## src/rtl/bias_ctrl_pkg.sv

```systemverilog
// Shared sizing, types and helpers for the bias fetch controller.
// Defining BIAS_ROM_LAT2_EN selects a ROM with registered output (ROM_LAT=2, FIFO_DEPTH=3).
package bias_ctrl_pkg;

    localparam int BIAS_W = 24;
    localparam int ADDR_W = 3;
    localparam int NUM_CH = 6;

`ifdef BIAS_ROM_LAT2_EN
    localparam int ROM_LAT = 2;
`else
    localparam int ROM_LAT = 1;
`endif

    // One slot per read in the ROM pipe plus one at the output keeps a beat per cycle.
    localparam int FIFO_DEPTH = ROM_LAT + 1;
    localparam int CNT_W      = $clog2(FIFO_DEPTH + 1);

    typedef logic signed [BIAS_W-1:0] bias_word_t;

    typedef struct packed {
        bias_word_t        data;
        logic [ADDR_W-1:0] idx;
    } bias_beat_t;

    typedef enum logic [1:0] {
        IDLE,
        FETCH,
        DRAIN,
        DONE
    } bias_fsm_e;

    function automatic logic [ADDR_W-1:0] next_ch(input logic [ADDR_W-1:0] ch);
        return (ch == ADDR_W'(NUM_CH - 1)) ? '0 : ch + 1'b1;
    endfunction

    function automatic logic [ADDR_W-1:0] reduce_ch(input logic [ADDR_W-1:0] ch);
        return ADDR_W'(32'(ch) % NUM_CH);
    endfunction

endpackage

```

## src/rtl/bias_skid_fifo.sv

```systemverilog
// Small circular FIFO of bias beats; push and pop may coincide at any occupancy, including full.
module bias_skid_fifo
    import bias_ctrl_pkg::*;
#(
    parameter int  DEPTH = FIFO_DEPTH,
    localparam int CW    = $clog2(DEPTH + 1),
    localparam int PW    = (DEPTH > 1) ? $clog2(DEPTH) : 1
) (
    input  logic            clk,
    input  logic            rstn,
    input  logic            push,
    input  bias_beat_t      wr_beat,
    input  logic            pop,
    output bias_beat_t      head,
    output logic [CW-1:0]   count,
    output logic            full,
    output logic            empty
);

    bias_beat_t    mem [DEPTH];
    logic [PW-1:0] rd_ptr;
    logic [PW-1:0] wr_ptr;
    logic          do_push;
    logic          do_pop;

    function automatic logic [PW-1:0] ptr_inc(input logic [PW-1:0] p);
        return (p == PW'(DEPTH - 1)) ? '0 : p + 1'b1;
    endfunction

    assign empty   = (count == '0);
    assign full    = (count == CW'(DEPTH));
    assign do_pop  = pop && !empty;
    // When full, the write slot is the one being popped this cycle.
    assign do_push = push && (!full || do_pop);
    assign head    = mem[rd_ptr];

    always_ff @(posedge clk) begin
        if (!rstn) begin
            rd_ptr <= '0;
            wr_ptr <= '0;
            count  <= '0;
        end else begin
            if (do_push) wr_ptr <= ptr_inc(wr_ptr);
            if (do_pop)  rd_ptr <= ptr_inc(rd_ptr);
            count <= count + CW'(do_push) - CW'(do_pop);
        end
    end

    always_ff @(posedge clk) begin
        if (do_push) mem[wr_ptr] <= wr_beat;
    end

    no_overflow: assert property (@(posedge clk) disable iff (!rstn) !(push && full && !pop));

endmodule

```

## src/rtl/bias_fetch_ctrl.sv

```systemverilog
// Fetches one layer's biases from the ROM and streams them out tagged with channel index.
// BIAS_ROM_LAT2_EN (in bias_ctrl_pkg) switches to the two-cycle registered-output ROM.
module bias_fetch_ctrl
    import bias_ctrl_pkg::*;
(
    input  logic              clk,
    input  logic              rstn,
    input  logic              start,
    input  logic [ADDR_W-1:0] ch_base,
    input  logic [ADDR_W:0]   ch_count,
    output logic              busy,
    output logic              done,
    output logic              rom_cena,
    output logic [ADDR_W-1:0] rom_aa,
    input  bias_word_t        rom_qa,
    output logic              bias_valid,
    input  logic              bias_ready,
    output bias_word_t        bias_data,
    output logic [ADDR_W-1:0] bias_idx
);

    localparam logic [ADDR_W:0] ONE_CNT = (ADDR_W + 1)'(1);

    bias_fsm_e         state;
    bias_fsm_e         state_n;
    logic              issue;
    int                occ;
    logic [ADDR_W-1:0] next_addr;
    logic [ADDR_W-1:0] last_aa;
    logic [ADDR_W:0]   issue_left;
    logic [ADDR_W:0]   out_left;
    logic [CNT_W-1:0]  inflight;
    logic [CNT_W-1:0]  fifo_count;
    logic              fifo_full;
    logic              fifo_empty;
    logic              push;
    logic              pop;
    bias_beat_t        wr_beat;
    bias_beat_t        head;
    logic              vld_p0;
    logic [ADDR_W-1:0] idx_p0;
`ifdef BIAS_ROM_LAT2_EN
    logic              vld_p1;
    logic [ADDR_W-1:0] idx_p1;
`endif

    always_comb begin
        state_n = state;
        issue   = 1'b0;
        // Credit counts the slot freed by this cycle's pop so steady state keeps one read per cycle.
        occ     = int'(fifo_count) + int'(inflight) - int'(pop);
        unique case (state)
            IDLE: begin
                if (start) state_n = (ch_count == '0) ? DONE : FETCH;
            end
            FETCH: begin
                if (occ < FIFO_DEPTH && !(fifo_full && !pop)) begin
                    issue = 1'b1;
                    if (issue_left == ONE_CNT) state_n = DRAIN;
                end
            end
            DRAIN: begin
                if (inflight == '0 && fifo_count == CNT_W'(pop) &&
                    (out_left == '0 || (out_left == ONE_CNT && pop)))
                    state_n = DONE;
            end
            DONE: state_n = IDLE;
            default: state_n = IDLE;
        endcase
    end

    assign busy       = (state == FETCH) || (state == DRAIN);
    assign done       = (state == DONE);
    assign rom_cena   = !issue;
    assign rom_aa     = issue ? next_addr : last_aa;
    assign bias_valid = !fifo_empty;
    assign pop        = !fifo_empty && bias_ready;
    assign bias_data  = fifo_empty ? '0 : head.data;
    assign bias_idx   = fifo_empty ? '0 : head.idx;

    always_ff @(posedge clk) begin
        if (!rstn) begin
            state      <= IDLE;
            next_addr  <= '0;
            last_aa    <= '0;
            issue_left <= '0;
            out_left   <= '0;
            inflight   <= '0;
            vld_p0     <= 1'b0;
`ifdef BIAS_ROM_LAT2_EN
            vld_p1     <= 1'b0;
`endif
        end else begin
            state <= state_n;
            if (state == IDLE && start) begin
                next_addr  <= reduce_ch(ch_base);
                issue_left <= ch_count;
                out_left   <= ch_count;
            end
            if (issue) begin
                next_addr  <= next_ch(next_addr);
                last_aa    <= next_addr;
                issue_left <= issue_left - 1'b1;
            end
            if (pop && out_left != '0) out_left <= out_left - 1'b1;
            inflight <= inflight + CNT_W'(issue) - CNT_W'(push);
            vld_p0   <= issue;
`ifdef BIAS_ROM_LAT2_EN
            vld_p1   <= vld_p0;
`endif
        end
    end

    // p0: read issued last cycle; p1 (registered ROM): issued two cycles ago
    always_ff @(posedge clk) begin
        if (issue) idx_p0 <= next_addr;
`ifdef BIAS_ROM_LAT2_EN
        idx_p1 <= idx_p0;
`endif
    end

`ifdef BIAS_ROM_LAT2_EN
    assign push         = vld_p1;
    assign wr_beat.idx  = idx_p1;
`else
    assign push         = vld_p0;
    assign wr_beat.idx  = idx_p0;
`endif
    assign wr_beat.data = rom_qa;

    bias_skid_fifo #(
        .DEPTH   (FIFO_DEPTH)
    ) u_fifo (
        .clk     (clk),
        .rstn    (rstn),
        .push    (push),
        .wr_beat (wr_beat),
        .pop     (pop),
        .head    (head),
        .count   (fifo_count),
        .full    (fifo_full),
        .empty   (fifo_empty)
    );

endmodule
```

## config.mk

```make
export PLATFORM = sky130hd
export DESIGN_NAME = bias_fetch_ctrl
export DESIGN_NICKNAME = d
export VERILOG_FILES = /design/src/rtl/bias_ctrl_pkg.sv /design/src/rtl/bias_skid_fifo.sv /design/src/rtl/bias_fetch_ctrl.sv
export SDC_FILE = /design/constraint.sdc
export NUM_CORES = 1
export LEC_CHECK = 0
export CORE_ASPECT_RATIO = 1.25
export CORE_MARGIN = 4
export CORE_UTILIZATION = 45
export CTS_CLUSTER_SIZE = 28
export DETAILED_ROUTE_END_ITERATION = 10
export GPL_TIMING_DRIVEN = 0
export HOLD_SLACK_MARGIN = 0.1
export PLACE_DENSITY = 0.7
export SKIP_CTS_REPAIR_TIMING = 1
export SKIP_LAST_GASP = 1
export SLEW_MARGIN = 0
export SYNTH_ARGS = -nofsm -noshare
export SYNTH_HDL_FRONTEND = slang
export SYNTH_HIERARCHICAL = 1
export SYNTH_SLANG_ARGS = --single-unit
```

## constraint.sdc

```tcl
create_clock -name clk -period 6.55 [get_ports clk]
set_input_delay 1.31 -clock clk [delete_from_list [all_inputs] [get_ports clk]]
set_output_delay 1.31 -clock clk [all_outputs]
set_load 0.01 [all_outputs]
```

Word-level counts from Yosys, hierarchy flattened
Memories as Yosys holds them, arrays and structs flattened. A register that Yosys moved wholly into a read port is not among the register bits. Cells that the tools add are included.

Register bits: 26. Bits of input ports: 35. Memories kept: 1. Word-level logic and storage cells: 87. Bits in writable memories: 54.

Divide/modulo/power cells: 1. Magnitude comparators: 1. Add/sub/neg operators: 11. Equality and inequality tests: 12. Reductions and logical operators: 27. Muxes and demuxes: 23.

Memories: u_fifo.mem (words 2, bits a word 27, rd ports 1, clocked after Yosys merged registers in 1, wr ports 1, RTL line bias_skid_fifo.sv:20) `bias_beat_t mem [DEPTH];`.

Operators with widths (count): $mod A3 B3 Y32 const B (1); $mux W24 (1); $mux W3 (5); $mux W4 (3); $logic_and A1 B1 Y1 (10); $mux W2 (5); $eq A4 B1 Y1 const B (2); $logic_not A4 Y1 (2); $mux W1 (8); $ne A2 B2 Y1 const B (4); $pmux W2 S4 (1); $sub A4 B1 Y4 const B (2); $eq A2 B2 Y1 const B (3); $logic_not A2 Y1 (3); $logic_not A1 Y1 (5); $add A2 B1 Y2 (2); $lt A4 B3 Y1 const B (1); $reduce_and A4 Y1 (1); $reduce_bool A2 Y1 (2); $reduce_bool A4 Y1 (1); $sub A2 B1 Y2 (2); $sub A3 B1 Y4 (1); $add A2 B2 Y3 (1); $add A3 B1 Y3 const B (1); other kinds (5) (8).

Longest topological paths before layout
Word-level depth: 11. Gate-level depth with buffers: 12.

Cells and area by module
Netlist, hierarchy kept.

Modules (own cells, without submodules): bias_skid_fifo (cells an instance 116, instances 1, area an instance 2303.5 sq um, seq. area each 1721.7 sq um); bias_fetch_ctrl (cells an instance 179, instances 1, area an instance 1561.5 sq um, seq. area each 470.5 sq um).

Least setup slack after synthesis
OpenSTA, ideal clock, no wires.

Path kind: input -> output. Start point: in bias_ready. End point: out rom_aa[0]. Stages on the path: 8. Setup slack: 1.829 ns. Data arrival time: 3.411 ns. Data required time: 5.240 ns. Buffers on the path: 0. Cell sequence: nand2b_4 inv_2 mux2_4 fa_1 a21bo_2 a221oi_2 o211ai_4 mux2_2.

Cells in the longest elaborated chain, start to end: 8. Elaborated cells between the ends (all ways): 10. Those cells by class: add/sub: 1; order compare: 1; mux: 3; reduce/logical: 5.

Ends and longest elaborated chain: start, declared (RTL line bias_fetch_ctrl.sv:17) `input logic bias_ready,`; $logic_and A1 B1 Y1 * (RTL line bias_fetch_ctrl.sv:77) `assign pop = !fifo_empty && bias_ready;`; named net pop (RTL line bias_fetch_ctrl.sv:37) `logic pop;`; branches (longest 3 deep; another with $sub A3 B1 Y4); $logic_and A1 B1 Y1 * (RTL line bias_fetch_ctrl.sv:57) `if (occ < FIFO_DEPTH && !(fifo_full && !pop)) begin`; $mux W1 * (RTL line bias_fetch_ctrl.sv:57); $mux W1 * (RTL line bias_fetch_ctrl.sv:52) `unique case (state)`; $mux W3 *; end, declared (RTL line bias_fetch_ctrl.sv:14) `output logic [ADDR_W-1:0] rom_aa,`.

Mark *: on every way through the listed nets, which the timed path passes.

Worst setup path in the final report
Ends and elaborated chain as after synthesis.

==> summary.md <==
| Metric | Value |
|---|---|
| Layout Nets | `425` |
| Clock skew | `0.00470 ns` |
| Mean area per synthesized cell | `13.1 um2` |
| Synth Area in Compound Gates | `0.0848` |
| Antenna viol nets, final | `0` |
| Slowest stage delay, CP | `0.53 ns` |
| Maximum root-to-sink buffer count | `2` |
| Die ar. | `10100 um2` |
| Synth Area in Adders | `0.0473` |
| H-Tree Depth | `3` |
| Buf/Inv on CP | `3` |
| Max_slew headroom | `0.450` |
| Max FO, Critical Path | `10` |
| R2R cell count | `11` |
| Ys async rst share | `0` |
| Cell Area, Synth | `3860 um2` |
| Leak | `0.00185 uW` |
| Worst-Skew Late Latency | `0.35 ns` |
| Fraction of layout cells with a size suffix above 1 | `0.152` |
| Fin Hold WS | `0.449 ns` |
| Initial antenna violation count | `0` |
| Setup violators final | `0` |
| DRC violations left | `0` |
| Period utilisation layout | `0.899` |
| Worst Hold Class | `reg2reg` |
| Setup TNS | `0 ns` |
| Drt first pass iters | `4` |
| Critical path cell sequence | `clkdlybuf4s50_1, nand2b_4, inv_2, mux2_4, fa_1, a21bo_2, a221oi_2, o211ai_4, mux2_2, clkdlybuf4s50_1` |
| Std cell rows | `37` |
| Max Clock Freq | `170 MHz` |
| Ant diodes | `0` |
| Placed insts | `462` |
| Number of synthesized flops with an enable pin | `57` |
| Total of max-cap violations | `0` |
| Initial core utilization | `0.466` |
| Worst-path clk slew | `0.08 ns` |
| Main combinational cell family by area after synthesis | `simple AND/OR/NAND/NOR gates` |
| Grt ovf | `0` |
| CP Capture Type | `primary output` |
| Most Frequent Cell on Critical Path | `clkdlybuf4s50_1` |
| Core area | `8290 um2` |
| Final hold vios | `0` |
| GRT Util Overall | `0.150` |
| Slowest CP cell | `clkdlybuf4s50_1` |
| Synth warn | `6` |
| Mapped Cells | `295` |
| Post-synthesis simple-gate area fraction | `0.133` |
| CTS Buf Count | `9` |
| Vias per inst | `5.29` |
| Iteration-0 DRC Markers | `60` |
| Unrepaired setup endpoints after global routing | `false` |
| Synth unique cells | `54` |
| Run status | `finished, final reports clean` |
| I/O Pins | `69` |
| Max-slew violations | `0` |
| Number of port buffers | `68` |
| WL final | `7.24 mm` |
| CP top delay family | `buffers and inverters` |
| Hold Path Depth | `0` |
| Multiplexer area fraction after synthesis | `0.124` |
| Via Count | `2527` |
| Startpoint types | `input pin` |
| Largest net degree at the start of global routing | `16` |
| Synthesized net count | `344` |
| Max VDD drop | `0.219 mV` |
| Main synth FF type | `edfxtp_1` |
| Root buf cell | `clkbuf_8` |
| Post-layout min period | `5.89 ns` |
| CTS tree | `done` |
| Chip Width | `90.9 um` |
| Least-Margin Pin Slew | `0.825 ns` |
| Worst EP required | `5.24 ns` |
| Routed WL per cell | `15.1 um` |
| Commonest non-fill, non-tap cells in the layout | `clkdlybuf4s50_1, edfxtp_1, nor2b_1, dfxtp_1, mux2_4` |
| CP Class | `in2out` |
| Dpl hpwl | `5.22 mm` |
| Vias in the first global route | `2584` |
| Synth Area in XOR/XNOR | `0.00906` |
| Area Overhead vs Synth | `29.2%` |
| Die height | `112 um` |
| TritonCTS Sinks | `81` |
| First-pass GRT wire length | `12.4 mm` |
| Post-synthesis sequential area ratio | `0.567` |
| Finished Layout Cells | `478` |
| GPL Wtd Cong | `0.810` |
| Cell count along the critical path | `10` |
| CP arrival | `4.58 ns` |
| Commonest non-fill, non-tap cell in the layout | `clkdlybuf4s50_1` |
| Yosys reg bits | `81` |
| Pwr Density | `333 nW/um2` |
[worst register-to-register path: cells and delay by family, from the launching register on]
| family | cells | cell delay, ns |
|---|---|---|
| simple gates | 2 | 0.31 |
| mux | 2 | 0.45 |
| fa+ha+maj | 1 | 0.50 |
| buf+inv | 2 | 0.33 |
| flops | 1 | 0.53 |
| compound gates | 4 | 1.11 |
[state kept, by name, indices dropped and copies added, names as in the netlist, 2 cells and up, named ones only]
signal / flops
issue_left: 4
state: 2
out_left: 4
u_fifo/mem: 54
u_fifo/count: 2
last_aa: 3
idx_p0: 3
inflight: 2
next_addr: 3
[kinds of logic after synthesis]
logic type,count (synthesis)
buffers and inverters,27
multiplexers,36
XOR/XNOR,4
AO/OA/AOI/OAI,44
AND/OR/NAND/NOR,89
adder cells (fa/ha/maj),14
flip-flops,81
[power by group]
group          internal [uW]  total [uW]  switching (uW)
clock network            292         475             182
logic                    247         479             232
registers                651         709            58.2
[synthesized netlist by cell type (all sizes together), types with 5 or more instances]
library cell	number	area, um2
edfxtp	57	1710
mux2	32	439
nor2b	31	194
dfxtp	24	480
inv	17	66.3
a21oi	14	73.8
nand2	14	52.6
ha	13	163
nor2	10	37.5
and2	7	43.8
o21ai	7	38.8
a211oi	6	50.1
nand2b	6	45.0
clkbuf	5	18.8
[per-stage QoR]
stage	power, uW	instance area [um2]	utilization	setup WS (ns)
after floorplan	1040	3860	-	1.83
after global placement	1170	4670	0.563	0.666
after detailed placement	1200	4730	0.570	0.640
after CTS	1680	4990	0.602	0.639
after global routing	1760	4990	0.602	0.509
final	1660	4990	0.602	0.660
[worst paths after layout]
check,from,endpoint,slack [ns]
max,bias_ready,rom_aa[0],0.66
min,idx_p0[1],u_fifo/mem[0][1],0.45
max reg2reg,u_fifo/count[0],issue_left[3],3.21
min reg2reg,idx_p0[1],u_fifo/mem[0][1],0.45
[area by class of cell]
cell class | count | area [um2]
plain buffers | 9 | 63.8
clock buffers | 9 | 124
clock inverters | 7 | 141
fillers | 690 | 3290
inverters | 18 | 70.1
multi-input cells | 187 | 1540
flip-flops and latches | 81 | 2190
well taps | 97 | 121
repair buffers | 70 | 736
[layer usage]
layer,vias to the layer above,track usage,routed length [um],part of all wire
li1,1232,-,-,-
met1,1215,0.182,3140,0.43
met2,67,0.261,3670,0.51
met3,13,0.0351,303,0.042
met4,0,0.0553,126,0.017
met5,-,0,0,0
Power figures use the tool's default switching activity.
==> variant, RTL diff (config.mk and constraints unchanged) <==
Build with the macro `BIAS_ROM_LAT2_EN` defined.
--- a/src/rtl/bias_ctrl_pkg.sv
+++ b/src/rtl/bias_ctrl_pkg.sv
@@ -2,2 +2,4 @@
 // Defining BIAS_ROM_LAT2_EN selects a ROM with registered output (ROM_LAT=2, FIFO_DEPTH=3).
+`define BIAS_ROM_LAT2_EN
+
 package bias_ctrl_pkg;
Check against the original RTL: not equivalent (Yosys sat finds a counterexample within 4 cycles, from zero or initial values and one cycle with rstn low).
==> variant against the unedited design <==
- setup slack gained 0.070 ns
- die area grew 28%
- fmax grew 1.2%
- routed wire length grew 34%
- design area grew 31%
- synthesized area grew 30%
- register-to-register slack gained 0.18 ns
- power grew 45%
- sequential cell count grew 34
==> variant: results (changes against the unedited design) <==
Run status: complete, no violations (unchanged). The number of buffer cells added on primary ports came to 67 (was 68). Top cells by count, synth: sky130_fd_sc_hd__edfxtp_1, sky130_fd_sc_hd__nand2_1, sky130_fd_sc_hd__o21ai_0 (was sky130_fd_sc_hd__edfxtp_1, sky130_fd_sc_hd__nor2b_1, sky130_fd_sc_hd__dfxtp_1). The worst clock skew is 0.00731 ns (was 0.00470 ns). The number of nets in the layout came out at 537 (was 425). The sequential area share after synthesis came out at 62.5% (was 56.7%). The total half-perimeter wirelength after legalization and detailed placement is 6.96 mm (was 5.22 mm). The number of buffers added by the clock tree synthesis step came to 17 (was 9). The share of post-route cells with drive strength above 1 came out at 11.0% (was 15.2%). The total routing resource utilization after global routing came out at 16.2% (was 15.0%). The via-per-instance ratio was 5.13 (was 5.29). The global-route met2 utilization came out at 27.8% (was 26.1%). The cell at the root of the clock tree is sky130_fd_sc_hd__clkbuf_16 (was sky130_fd_sc_hd__clkbuf_8). The clock latency on the worst-skew pair was 0.40 ns (was 0.35 ns). The sum of met2 wire segment lengths after detailed routing is 5.15 mm (was 3.67 mm). The critical path data arrival time came to 4.51 ns (was 4.58 ns).

The met3 routed wirelength is 562 um (was 303 um). The number of enable-type register cells in the synthesized netlist is 84 (was 57). The met1 routing resource usage after global routing is 18.4% (was 18.2%). The number of H-tree levels came to 4 (was 3). The number of nets produced by synthesis is 445 (was 344). The stage delay of the slowest cell on the critical path was 0.48 ns (was 0.53 ns). The flop-to-flop setup slack came out at 3.39 ns (was 3.21 ns). Largest registers: u_fifo/mem x81, issue_left x4, out_left x4 (was u_fifo/mem x54, issue_left x4, out_left x4). The met1 wire length is 3.92 mm (was 3.14 mm). The met3 usage came out at 4.48% (was 3.51%). The endpoint of the worst hold path is idx_p1[1]$_DFF_P_ (was u_fifo/mem[0][1]$_DFFE_PP_). The worst reg-to-reg path cell count is 14 (was 11).

The placer congestion estimate is 0.778 (was 0.810). Cell types with the largest area share after synthesis: sky130_fd_sc_hd__edfxtp_1, sky130_fd_sc_hd__dfxtp_1, sky130_fd_sc_hd__mux2i_1 (was sky130_fd_sc_hd__edfxtp_1, sky130_fd_sc_hd__dfxtp_1, sky130_fd_sc_hd__mux2_4). The worst-path maximum fanout is 13 (was 10). The post-CTS clock slew at the launch and capture registers of the worst setup and hold paths came out at 0.05 ns (was 0.08 ns).

The wire length per cell came to 15.4 um (was 15.1 um). The number of unique standard cell types used by synthesis came to 53 (was 54). The peak supply drop came out at 0.000301 V (was 0.000219 V). The relative slew slack came to 41.8% (was 45.0%). The violation count after the first detailed-route iteration came out at 137 (was 60). The leakage power of the design is 2.25 nW (was 1.85 nW).
==> variant: worst register-to-register path: stages, from the launching register on <==
cell,delay (ns)
sky130_fd_sc_hd__dfxtp_1,0.41
sky130_fd_sc_hd__nor2_1,0.18
sky130_fd_sc_hd__nand2b_4,0.19
sky130_fd_sc_hd__clkinv_4,0.11
sky130_fd_sc_hd__nand2b_1,0.16
sky130_fd_sc_hd__nand2_1,0.09
sky130_fd_sc_hd__ha_1,0.21
sky130_fd_sc_hd__fa_1,0.38
sky130_fd_sc_hd__xnor2_1,0.21
sky130_fd_sc_hd__a32oi_2,0.11
sky130_fd_sc_hd__or2_1,0.28
sky130_fd_sc_hd__buf_6,0.14
sky130_fd_sc_hd__buf_6,0.13
sky130_fd_sc_hd__mux2_4,0.30
sky130_fd_sc_hd__and2_1,0.15
==> variant: cell type report <==
cell class | instances | area [um^2]
fillers | 849 | 4220
flip-flops and latches | 115 | 3140
multi-input cells | 244 | 1720
repair buffers | 73 | 749
clock buffers | 20 | 437
well taps | 132 | 165
clock inverters | 12 | 163
plain buffers | 17 | 100
inverters | 19 | 78.8
==> variant: logic make-up (layout without fill, tap and decap cells) <==
| logic type | count (synthesis) | after routing | share of synthesized area, % |
|---|---|---|---|
| AOI/OAI and AO/OA | 71 | 71 | 9.24 |
| DFF | 115 | 115 | 62.5 |
| buffers and inverters | 36 | 141 | 3.56 |
| xor gates and xnor gates | 3 | 3 | 0.523 |
| muxes | 36 | 36 | 7.37 |
| and+or+nand+nor | 119 | 119 | 12.9 |
| adders and majority gates | 15 | 15 | 3.88 |
==> variant: report_power, final <==
| part | leakage [nW] | internal, W | switching [W] |
|---|---|---|---|
| clock network | 0.282 | 0.000629 | 0.000295 |
| logic | 0.953 | 0.000269 | 0.000272 |
| registers | 1.01 | 0.000887 | 0.0000601 |
| total | 2.25 | 0.00178 | 0.000626 |
==> variant: metrics by stage <==
stage	hold slack [ns]	cells	setup WS (ns)	util (%)	cell area, um^2
2_1_floorplan	0.323	395	1.90	-	5030
3_3_place_gp	0.328	594	0.386	54.4	5860
3_5_place_dp	0.329	600	0.685	55.3	5960
4_1_cts	0.342	632	0.676	60.8	6560
5_1_grt	0.346	632	0.479	60.8	6560
6_report	0.339	632	0.730	60.8	6560
==> variant: worst max path at each step <==
| stage | endpoint | slack, ns | cells past startpoint |
|---|---|---|---|
| global placement | u_fifo/mem[1][14]$_DFFE_PP_ | 0.39 | 6 |
| CTS | rom_aa[1] | 0.68 | 14 |
| global route | rom_aa[1] | 0.48 | 14 |
| detailed placement | rom_aa[1] | 0.69 | 14 |
| finish | rom_aa[1] | 0.73 | 14 |
| floorplan | rom_aa[1] | 1.90 | 12 |
